## config.mk

```make
export PLATFORM = sky130hd
export DESIGN_NAME = usb_line_ctrl_seq_flat
export DESIGN_NICKNAME = d
export VERILOG_FILES = /design/src/rtl/usb_line_ctrl_seq_pkg.sv /design/src/rtl/usb_line_ctrl_seq_if.sv /design/src/rtl/usb_bit_tick.sv /design/src/rtl/usb_line_ctrl_seq.sv /design/src/flat_wrapper.sv
export SDC_FILE = /design/constraint.sdc
export NUM_CORES = 1
export LEC_CHECK = 0
export BUFFER_PORTS_ARGS = -buffer_cell sky130_fd_sc_hd__buf_2
export CORE_MARGIN = 2
export CORE_UTILIZATION = 40
export DETAILED_ROUTE_END_ITERATION = 6
export SLEW_MARGIN = 20
export SYNTH_ARGS = -nofsm -noshare
export SYNTH_HDL_FRONTEND = slang
export SYNTH_SLANG_ARGS = --single-unit
```

## constraint.sdc

```tcl
create_clock -name clk -period 6.94 [get_ports clk]
set_clock_uncertainty 0.2 [all_clocks]
set_input_delay 1.388 -clock clk [delete_from_list [all_inputs] [get_ports clk]]
set_output_delay 1.388 -clock clk [all_outputs]
set_load 0.005 [all_outputs]
```

## src/rtl/usb_line_ctrl_seq_pkg.sv

```systemverilog
// usb_line_ctrl_seq_pkg: shared USB SIE encodings and line-state helpers
package usb_line_ctrl_seq_pkg;
    typedef enum logic [1:0] {
        CMD_RESET  = 2'b00,
        CMD_RESUME = 2'b01,
        CMD_EOP    = 2'b10,
        CMD_RSVD   = 2'b11
    } cmd_e;

    typedef enum logic [2:0] {
        IDLE    = 3'd0,
        DRV_SE0 = 3'd1,
        DRV_K   = 3'd2,
        EOP_SE0 = 3'd3,
        EOP_J   = 3'd4,
        DONE    = 3'd5
    } state_e;

    localparam logic [1:0] SE0 = 2'b00;

    function automatic logic [1:0] j_of(input logic pol);
        return pol ? 2'b10 : 2'b01;
    endfunction

    function automatic logic [1:0] k_of(input logic pol);
        return pol ? 2'b01 : 2'b10;
    endfunction

    // {oe, line}: active states use the command polarity, idle states track the live input
    function automatic logic [2:0] drive(input state_e s, input logic pol, input logic live);
        return (s == DRV_SE0 || s == EOP_SE0) ? {1'b1, SE0} :
               (s == DRV_K)                   ? {1'b1, k_of(pol)} :
               (s == EOP_J)                   ? {1'b1, j_of(pol)} :
                                                {1'b0, j_of(live)};
    endfunction
endpackage

```

## src/rtl/usb_line_ctrl_seq_if.sv

```systemverilog
// usb_line_ctrl_seq_if: command handshake and line drive bundle
interface usb_line_ctrl_seq_if;
    logic        fullSpeedPolarity;
    logic        fullSpeedBitRate;
    logic        cmdReq;
    logic [1:0]  cmdCode;
    logic [15:0] cmdLen;
    logic        cmdAck;
    logic        cmdBusy;
    logic [1:0]  lineOut;
    logic        lineOE;

    modport master (
        output fullSpeedPolarity, fullSpeedBitRate, cmdReq, cmdCode, cmdLen,
        input  cmdAck, cmdBusy, lineOut, lineOE
    );

    modport slave (
        input  fullSpeedPolarity, fullSpeedBitRate, cmdReq, cmdCode, cmdLen,
        output cmdAck, cmdBusy, lineOut, lineOE
    );
endinterface

```

## src/rtl/usb_bit_tick.sv

```systemverilog
// usb_bit_tick: restartable divider producing one tick per bit time
module usb_bit_tick #(
    parameter int CLK_PER_FS_BIT = 4,
    parameter int CLK_PER_LS_BIT = 32
) (
    input  logic clk,
    input  logic rst_n,
    input  logic restart,
    input  logic fs,
    output logic tick
);
    localparam int MAXDIV = (CLK_PER_LS_BIT > CLK_PER_FS_BIT) ? CLK_PER_LS_BIT : CLK_PER_FS_BIT;
    localparam int W = $clog2(MAXDIV + 1);

    logic [W-1:0] cnt;
    logic [W-1:0] div;

    assign div  = fs ? W'(CLK_PER_FS_BIT - 1) : W'(CLK_PER_LS_BIT - 1);
    assign tick = (cnt == div) && !restart;

    always_ff @(posedge clk)
        if (!rst_n || restart || tick) cnt <= '0;
        else cnt <= cnt + W'(1);
endmodule

```

## src/rtl/usb_line_ctrl_seq.sv

```systemverilog
// usb_line_ctrl_seq: sequences USB reset, resume and EOP line states
module usb_line_ctrl_seq
    import usb_line_ctrl_seq_pkg::*;
#(
    parameter int CLK_PER_FS_BIT = 4,
    parameter int CLK_PER_LS_BIT = 32
) (
    input logic               clk,
    input logic               rst_n,
    usb_line_ctrl_seq_if.slave bus
);
    state_e      state, nxt;
    logic [15:0] len_q, bits, target;
    logic        pol_q, fs_q, tick, last, ack, busy, oe;
    logic [1:0]  line;

    usb_bit_tick #(.CLK_PER_FS_BIT(CLK_PER_FS_BIT), .CLK_PER_LS_BIT(CLK_PER_LS_BIT)) u_tick (
        .clk(clk),
        .rst_n(rst_n),
        .restart(state == IDLE || state == DONE),
        .fs(fs_q),
        .tick(tick)
    );

    // bits never exceeds target-1, so the 16-bit count cannot wrap
    assign target = (state == EOP_SE0) ? 16'd2 : (state == EOP_J) ? 16'd1 : len_q;
    assign last   = tick && (bits == target - 16'd1);

    always_comb begin
        nxt = state;
        case (state)
            IDLE:    nxt = !bus.cmdReq ? IDLE :
                           (cmd_e'(bus.cmdCode) == CMD_RESET)  ? DRV_SE0 :
                           (cmd_e'(bus.cmdCode) == CMD_RESUME) ? DRV_K :
                           (cmd_e'(bus.cmdCode) == CMD_EOP)    ? EOP_SE0 : DONE;
            DRV_SE0: nxt = last ? DONE : DRV_SE0;
            DRV_K:   nxt = last ? EOP_SE0 : DRV_K;
            EOP_SE0: nxt = last ? EOP_J : EOP_SE0;
            EOP_J:   nxt = last ? DONE : EOP_J;
            default: nxt = IDLE;
        endcase
    end

    always_ff @(posedge clk) begin
        if (!rst_n) begin
            state <= IDLE;
            bits  <= '0;
            len_q <= 16'd1;
            pol_q <= 1'b0;
            fs_q  <= 1'b0;
            ack   <= 1'b0;
            busy  <= 1'b0;
            oe    <= 1'b0;
            line  <= j_of(bus.fullSpeedPolarity);
        end else begin
            state      <= nxt;
            bits       <= (nxt != state) ? '0 : bits + 16'(tick);
            ack        <= nxt == DONE;
            busy       <= nxt != IDLE;
            {oe, line} <= drive(nxt, (state == IDLE) ? bus.fullSpeedPolarity : pol_q, bus.fullSpeedPolarity);
            if (state == IDLE && bus.cmdReq) begin
                len_q <= (bus.cmdLen == 16'd0) ? 16'd1 : bus.cmdLen;
                pol_q <= bus.fullSpeedPolarity;
                fs_q  <= bus.fullSpeedBitRate;
            end
        end
    end

    assign bus.cmdAck  = ack;
    assign bus.cmdBusy = busy;
    assign bus.lineOut = line;
    assign bus.lineOE  = oe;
endmodule

```

## src/flat_wrapper.sv

```systemverilog
// flat-port wrapper written by rule: the top's interface ports become plain ports
module usb_line_ctrl_seq_flat import usb_line_ctrl_seq_pkg::*;
#(
    parameter int CLK_PER_FS_BIT = 4,
    parameter int CLK_PER_LS_BIT = 32
)
  (clk, rst_n, bus_fullSpeedPolarity, bus_fullSpeedBitRate, bus_cmdReq, bus_cmdCode, bus_cmdLen, bus_cmdAck, bus_cmdBusy, bus_lineOut, bus_lineOE);
  usb_line_ctrl_seq_if bus_i ();
  input logic clk;
  input logic rst_n;
  input wire logic [$bits(bus_i.fullSpeedPolarity)-1:0] bus_fullSpeedPolarity;
  input wire logic [$bits(bus_i.fullSpeedBitRate)-1:0] bus_fullSpeedBitRate;
  input wire logic [$bits(bus_i.cmdReq)-1:0] bus_cmdReq;
  input wire logic [$bits(bus_i.cmdCode)-1:0] bus_cmdCode;
  input wire logic [$bits(bus_i.cmdLen)-1:0] bus_cmdLen;
  output wire logic [$bits(bus_i.cmdAck)-1:0] bus_cmdAck;
  output wire logic [$bits(bus_i.cmdBusy)-1:0] bus_cmdBusy;
  output wire logic [$bits(bus_i.lineOut)-1:0] bus_lineOut;
  output wire logic [$bits(bus_i.lineOE)-1:0] bus_lineOE;
  assign bus_i.fullSpeedPolarity = bus_fullSpeedPolarity;
  assign bus_i.fullSpeedBitRate = bus_fullSpeedBitRate;
  assign bus_i.cmdReq = bus_cmdReq;
  assign bus_i.cmdCode = bus_cmdCode;
  assign bus_i.cmdLen = bus_cmdLen;
  assign bus_cmdAck = bus_i.cmdAck;
  assign bus_cmdBusy = bus_i.cmdBusy;
  assign bus_lineOut = bus_i.lineOut;
  assign bus_lineOE = bus_i.lineOE;
  usb_line_ctrl_seq #(.CLK_PER_FS_BIT(CLK_PER_FS_BIT), .CLK_PER_LS_BIT(CLK_PER_LS_BIT)) u_core (.clk(clk), .rst_n(rst_n), .bus(bus_i));
endmodule
```

After elaboration in Yosys (flattened, before gate mapping):

Cells that the tools add are included.
W data, S select, Z words.

* bits in registers: 48
* word-level logic and storage cells: 64
* output and inout bits: 5

* equal/unequal tests: 15
* bitwise operators: 1
* reductions and logical operators: 14
* add/subtract/negate cells: 3
* multiplexer cells: 21

Operators by type and width (number)
* $mux W16: 3
* $mux W3: 9
* $add A16 B1 Y16: 1
* $eq A16 B16 Y1: 1
* $logic_not A16 Y1: 1
* $sub A16 B1 Y16 const B: 1
* $pmux W3 S5: 1
* $eq A3 B2 Y1 const B: 4
* $eq A3 B3 Y1 const B: 4
* $mux W2: 4
* $add A6 B1 Y6 const B: 1
* $eq A3 B1 Y1 const B: 2
* $eq A6 B6 Y1: 1
* $mux W5: 1
* $logic_or A1 B1 Y1: 4
* $logic_and A1 B1 Y1: 3
* $logic_not A3 Y1: 1
* $mux W1: 3
* $ne A3 B3 Y1: 1
* $reduce_bool A3 Y1: 1
* $eq A2 B1 Y1 const B: 1
* $eq A2 B2 Y1 const B: 1
* $logic_not A1 Y1: 2
* $logic_not A2 Y1: 1
* 2 further kinds: 2

Depth between registers and ports, before layout:

* depth in word-level cells: 13
* gate-level depth with buffers: 17

Modules after synthesis:

A second synthesis with hierarchy kept.

* cells, all modules: 381
* area total of the unflattened synthesis: 2962.8 µm²

By module, submodules not included
* usb_line_ctrl_seq: sequential area each 840.8 µm², area each 2668.8 µm², times used 1, cells each 350
* usb_bit_tick: sequential area each 120.1 µm², area each 294.0 µm², times used 1, cells each 31

Least setup slack after synthesis:

Ideal clock, no wire load.

* path kind: flip-flop to flip-flop
* start: reg u_core.state[0]
* end: reg u_core.bits[9]
* cell stages (with the launch flop): 18
* path buffers: 5
* data arrival time: 3.272 ns
* clock period less this slack: 3.534 ns
* setup time: 0.062 ns
* path slack: 3.406 ns
* path through: dfxtp_1 > buf_2 > buf_1 > o21ai_0 > o21a_1 > ha_1 > clkbuf_1 > xor2_1 > a21oi_1 > a31oi_1 > nor4_1 > and4_1 > buf_6 > and3_4 > a221o_1 > a211o_4 > buf_8 > nor2_4

* longest elaborated chain between the ends: 10
* elaborated cells between the ends (all ways): 22
* classes of those cells: add/sub (2); eq/ne (7); mux (7); reduce/logical (6)

Ends and longest elaborated chain
* start: declaration: RTL line usb_line_ctrl_seq.sv:12 `state_e state, nxt;`
* start signal: assignment: RTL line usb_line_ctrl_seq.sv:56 `state <= nxt;`
* $eq A3 B3 Y1: RTL line usb_line_ctrl_seq.sv:26, usb_line_ctrl_seq.sv:31
* $mux W16 (2 in a row): RTL line usb_line_ctrl_seq.sv:26 `assign target = (state == EOP_SE0) ? 16'd2 : (state == EOP_J) ? 16'd1 : len_q;`
* $sub A16 B1 Y16: RTL line usb_line_ctrl_seq.sv:27 `assign last = tick && (bits == target - 16'd1);`
* $eq A16 B16 Y1: RTL line usb_line_ctrl_seq.sv:27
* $logic_and A1 B1 Y1: RTL line usb_line_ctrl_seq.sv:27
* $mux W1 (tied with other cells): RTL line usb_line_ctrl_seq.sv:37, usb_line_ctrl_seq.sv:39
* $pmux W3 S5: RTL line usb_line_ctrl_seq.sv:31 `case (state)`
* $ne A3 B3 Y1: RTL line usb_line_ctrl_seq.sv:57 `bits <= (nxt != state) ? '0 : bits + 16'(tick);`
* $reduce_or A2 Y1 (no source line)
* end signal: assignment: RTL line usb_line_ctrl_seq.sv:57
* end: declaration: RTL line usb_line_ctrl_seq.sv:13 `logic [15:0] len_q, bits, target;`

Parallel ways exist; a longest one is shown, timed or not.
A chain may end at the register's enable or synchronous reset.

Worst setup path after layout:

* start: reg u_core.state[0]
* end: reg u_core.line[1] (netlist: u_core.bus.lineOut[1])

* longest elaborated chain between the ends: 13
* elaborated cells between the ends (all ways): 31
* classes of those cells: add/sub (1); eq/ne (10); mux (14); reduce/logical (6)

Ends and longest elaborated chain
* $eq A3 B3 Y1: RTL line usb_line_ctrl_seq.sv:26, usb_line_ctrl_seq.sv:31
* $mux W16 (2 in a row): RTL line usb_line_ctrl_seq.sv:26
* $sub A16 B1 Y16: RTL line usb_line_ctrl_seq.sv:27
* $eq A16 B16 Y1: RTL line usb_line_ctrl_seq.sv:27
* $logic_and A1 B1 Y1: RTL line usb_line_ctrl_seq.sv:27
* $mux W1 (tied with other cells): RTL line usb_line_ctrl_seq.sv:37, usb_line_ctrl_seq.sv:39
* $pmux W3 S5: RTL line usb_line_ctrl_seq.sv:31
* $eq A3 B3 Y1: RTL line usb_line_ctrl_seq_pkg.sv:33 `(s == EOP_J) ? {1'b1, j_of(pol)} :`
* $mux W3: RTL line usb_line_ctrl_seq_pkg.sv:33
* $mux W3: RTL line usb_line_ctrl_seq_pkg.sv:32 `(s == DRV_K) ? {1'b1, k_of(pol)} :`
* $mux W3 *: RTL line usb_line_ctrl_seq_pkg.sv:31 `return (s == DRV_SE0 || s == EOP_SE0) ? {1'b1, SE0} :`
* $mux W2 *: RTL line usb_line_ctrl_seq.sv:45 `if (!rst_n) begin`
* end signal: assignment: RTL line usb_line_ctrl_seq.sv:54 `line <= j_of(bus.fullSpeedPolarity);`
* end signal: assignment: RTL line usb_line_ctrl_seq.sv:60 `{oe, line} <= drive(nxt, (state == IDLE) ? bus.fullSpeedPolarity : pol_q, bus.fullSpeedPolarity);`
* end: declaration: RTL line usb_line_ctrl_seq.sv:15 `logic [1:0] line;`

Mark *: on every way between the ends. The rest lies on a longest branch, timed or not.

==> impl_metrics.yaml <==
outcome:
  outcome: "finished clean"
cts:
  cts_max_path_buffers: 2
  numCtsBuffers: 5
  cts.htree.levels: 2
  cts.sinks: 48
  cts-resized-gates: 0
  post_cts_buffers: 0
  holdBufCountCts: 0
  clockRootBuffer: "clkbuf_8"
  path_clk_slew_ns: 0.10
  tritoncts: "built"
  insertion_delay_ns: 0.31
synthesis:
  synthCells: 395
  ys_ff_latch: 48
  syn_area_um2: 3130
  synth_cell_type_count: 74
  ys_async_sr_fraction_pct: 0
  post_synth.cell_area_avg_um2: 7.93
  synth_top_area_cell: "dfxtp_1"
  synth-seq-area-share_pct: 30.7
  netlist_top_cells_area: "dfxtp_1 31%, nand2_1 6.0%, xor2_1 5.3%"
  yosysMostFrequentCell: "nand2_1"
  ys_warn_count: 0
  synth_flop_cell: "dfxtp_1"
  synth_edf_count: 0
  synth_nets: 424
  synthTopCellsByCount: "50 x nand2_1, 48 x dfxtp_1, 43 x nor2_1"
  synth_top_area_share_pct: 30.7
worst_setup_path:
  crit_family: "simple AND/OR/NAND/NOR gates"
  critical_path_class: "reg -> reg"
  worstPathArrival_ns: 4.04
  crit_buf_inv: 0
  crit_path_start: "u_core.state[0]$_SDFF_PN0_"
  r2r_start: "u_core.state[0]$_SDFF_PN0_"
  setup.worst_path.start_class: "flop"
  critPathRequiredTime_ns: 6.95
  cp-end-kind: "flop"
  slowest_stage: "dfxtp_1"
  path_cells: "nand2_1 > a22oi_1 > ha_1 > a21o_1 > a32oi_2 > xnor2_1 > nor4_1 > and4_1 > a31oi_1 > or2_1 > or3_1 > a32o_1"
  crit_path_max_incr_delay_ns: 0.69
  critPathMaxFanout: 19
final_layout:
  stdcell_area_um2: 3390
  drive_above_1_share_pct: 14.4
  n_fill_cell: 787
  multiInputGateArea_um2: 2010
  area_growth_syn_to_layout_pct: 8.07
  regArea_um2: 961
  antenna_cells: 0
  fin_nets: 437
sta:
  maxSlewViolCount: 0
  finalSetupViolCount: 0
  max_freq_mhz: 248
  worst_slew_pin_slew_ns: 0.773
  min_period_ns: 4.03
  finalCritPeriodShare_pct: 58.0
  tns_ns: 0
  rsz0062_at_grt: "no"
  hold_ws_ns: 0.257
  relSlewSlack_pct: 48.4
  hold_viol: 0
pwr:
  leakagePower_nw: 1.23
  vdd_drop_max_mv: 0.109
  power_density_nw_per_um2: 204
job:
  drv_cap: 0
placed_design:
  gp_congestion: 0.884
  io_buffers: 27
  dp_hpwl_um: 5330
  placedInstanceArea_um2: 3270
drt:
  vias: 2812
  wl_per_cell_um: 14.0
  routed_via_density: 5.50
  dr.pass1.iters: 7
  drc: 0
  wirelength_um: 7150
  dr.first_iter.drc_count: 175
  drt.antenna.violating_nets: 0
die:
  dieArea_um2: 8560
  core_area_um2: 7650
  io-pin-count: 28
  die_y_um: 92.5
  die_x_um: 92.5
  start_util_pct: 41.0
  rows: 32
global_route:
  grt_pass1_vias: 2533
  antenna_found_initial: 0
  grt.overflow.total: 0
  grt_use_total_pct: 17.4
  grt_max_degree: 25
  grt_pass1_wl_um: 12200
worst_hold_path:
  hp-class: "reg -> reg"
  hp-start: "u_core.u_tick.cnt[0]$_SDFF_PP0_"
==> cell type report <==
cell class / instances / area share [%]
clock buffer: 5 / 2.03
timing repair buffer: 27 / 3.99
inverter: 9 / 0.998
sequential: 48 / 28.4
clock inverter: 3 / 1.37
multi-input combinational: 317 / 59.5
tap: 102 / 3.77
==> through the flow <==
step / setup slack (ns) / total power [W] / instances / utilization, %
2_1_floorplan: 3.41 / 0.000447 / 395 / -
3_3_place_gp: 3.07 / 0.000483 / 503 / 42.8
3_5_place_dp: 2.97 / 0.000484 / 503 / 42.8
4_1_cts: 2.95 / 0.000694 / 511 / 44.3
5_1_grt: 2.63 / 0.000728 / 511 / 44.3
6_report: 2.91 / 0.000691 / 511 / 44.3
==> kinds of logic (layout without fill, tap and decap cells) <==
group / count (synthesis) / after routing / synth area share (%)
and+or+nand+nor: 191 / 191 / 33.1
adders and majority gates: 6 / 6 / 2.40
AOI/OAI and AO/OA: 84 / 84 / 18.6
buffers and inverters: 30 / 44 / 5.07
DFF: 48 / 48 / 30.7
muxes: 1 / 1 / 0.359
xor gates and xnor gates: 35 / 35 / 9.78
==> power by group <==
part | total (W) | internal, W | leakage (nW) | switching (W)
clock | 0.000212 | 0.000109 | 0.0548 | 0.000103
combinational | 0.000168 | 0.0000681 | 0.787 | 0.000100
sequential | 0.000311 | 0.000290 | 0.391 | 0.0000213
total | 0.000691 | 0.000467 | 1.23 | 0.000224
==> layer usage <==
metal / vias up / share of wire [%] / track usage, %
met5: - / 0 / 0
met4: 0 / 1.2 / 3.61
met3: 7 / 4.0 / 2.44
met2: 84 / 45 / 28.2
met1: 1285 / 50 / 24.8
li1: 1436 / - / -
==> cell usage in the layout (no fill, tap or decap), types with 3 or more instances in the layout <==
master and instances:
nand2_1 50, o211ai_1 3, nor2b_1 5, nor4_1 7
nand3_1 18, nand2b_1 4, o21ai_0 11, and2_1 4
xor2_1 19, nor2_1 43, nor2_4 8, buf_2 27
ha_1 6, inv_1 9, nor3_1 10, a31oi_1 5
o21bai_1 3, nor3b_1 3, a21oi_1 27, and3_1 5
clkbuf_8 5, dfxtp_1 48, xnor2_1 16, and4_1 3
o21a_1 4, nand4_1 3, or3_1 5
==> final timing paths <==
kind	slack, ns	endpoint	depth (start not counted)
setup / recovery	2.91	u_core.bus.lineOut[1]$_DFF_P_	12
hold / removal	0.26	u_core.u_tick.cnt[0]$_SDFF_PP0_	1
setup reg to reg	2.91	u_core.bus.lineOut[1]$_DFF_P_	12
hold reg to reg	0.26	u_core.u_tick.cnt[0]$_SDFF_PP0_	1
==> flip-flops by register name, summed over array words and instances, names as in the netlist <==
name                cells
u_core.len_q           16
u_core.bus.lineOE       1
u_core.bus.cmdBusy      1
u_core.state            3
u_core.pol_q            1
u_core.bus.cmdAck       1
u_core.bus.lineOut      2
u_core.fs_q             1
u_core.bits            16
u_core.u_tick.cnt       6
(Power assumes the default switching activity.)
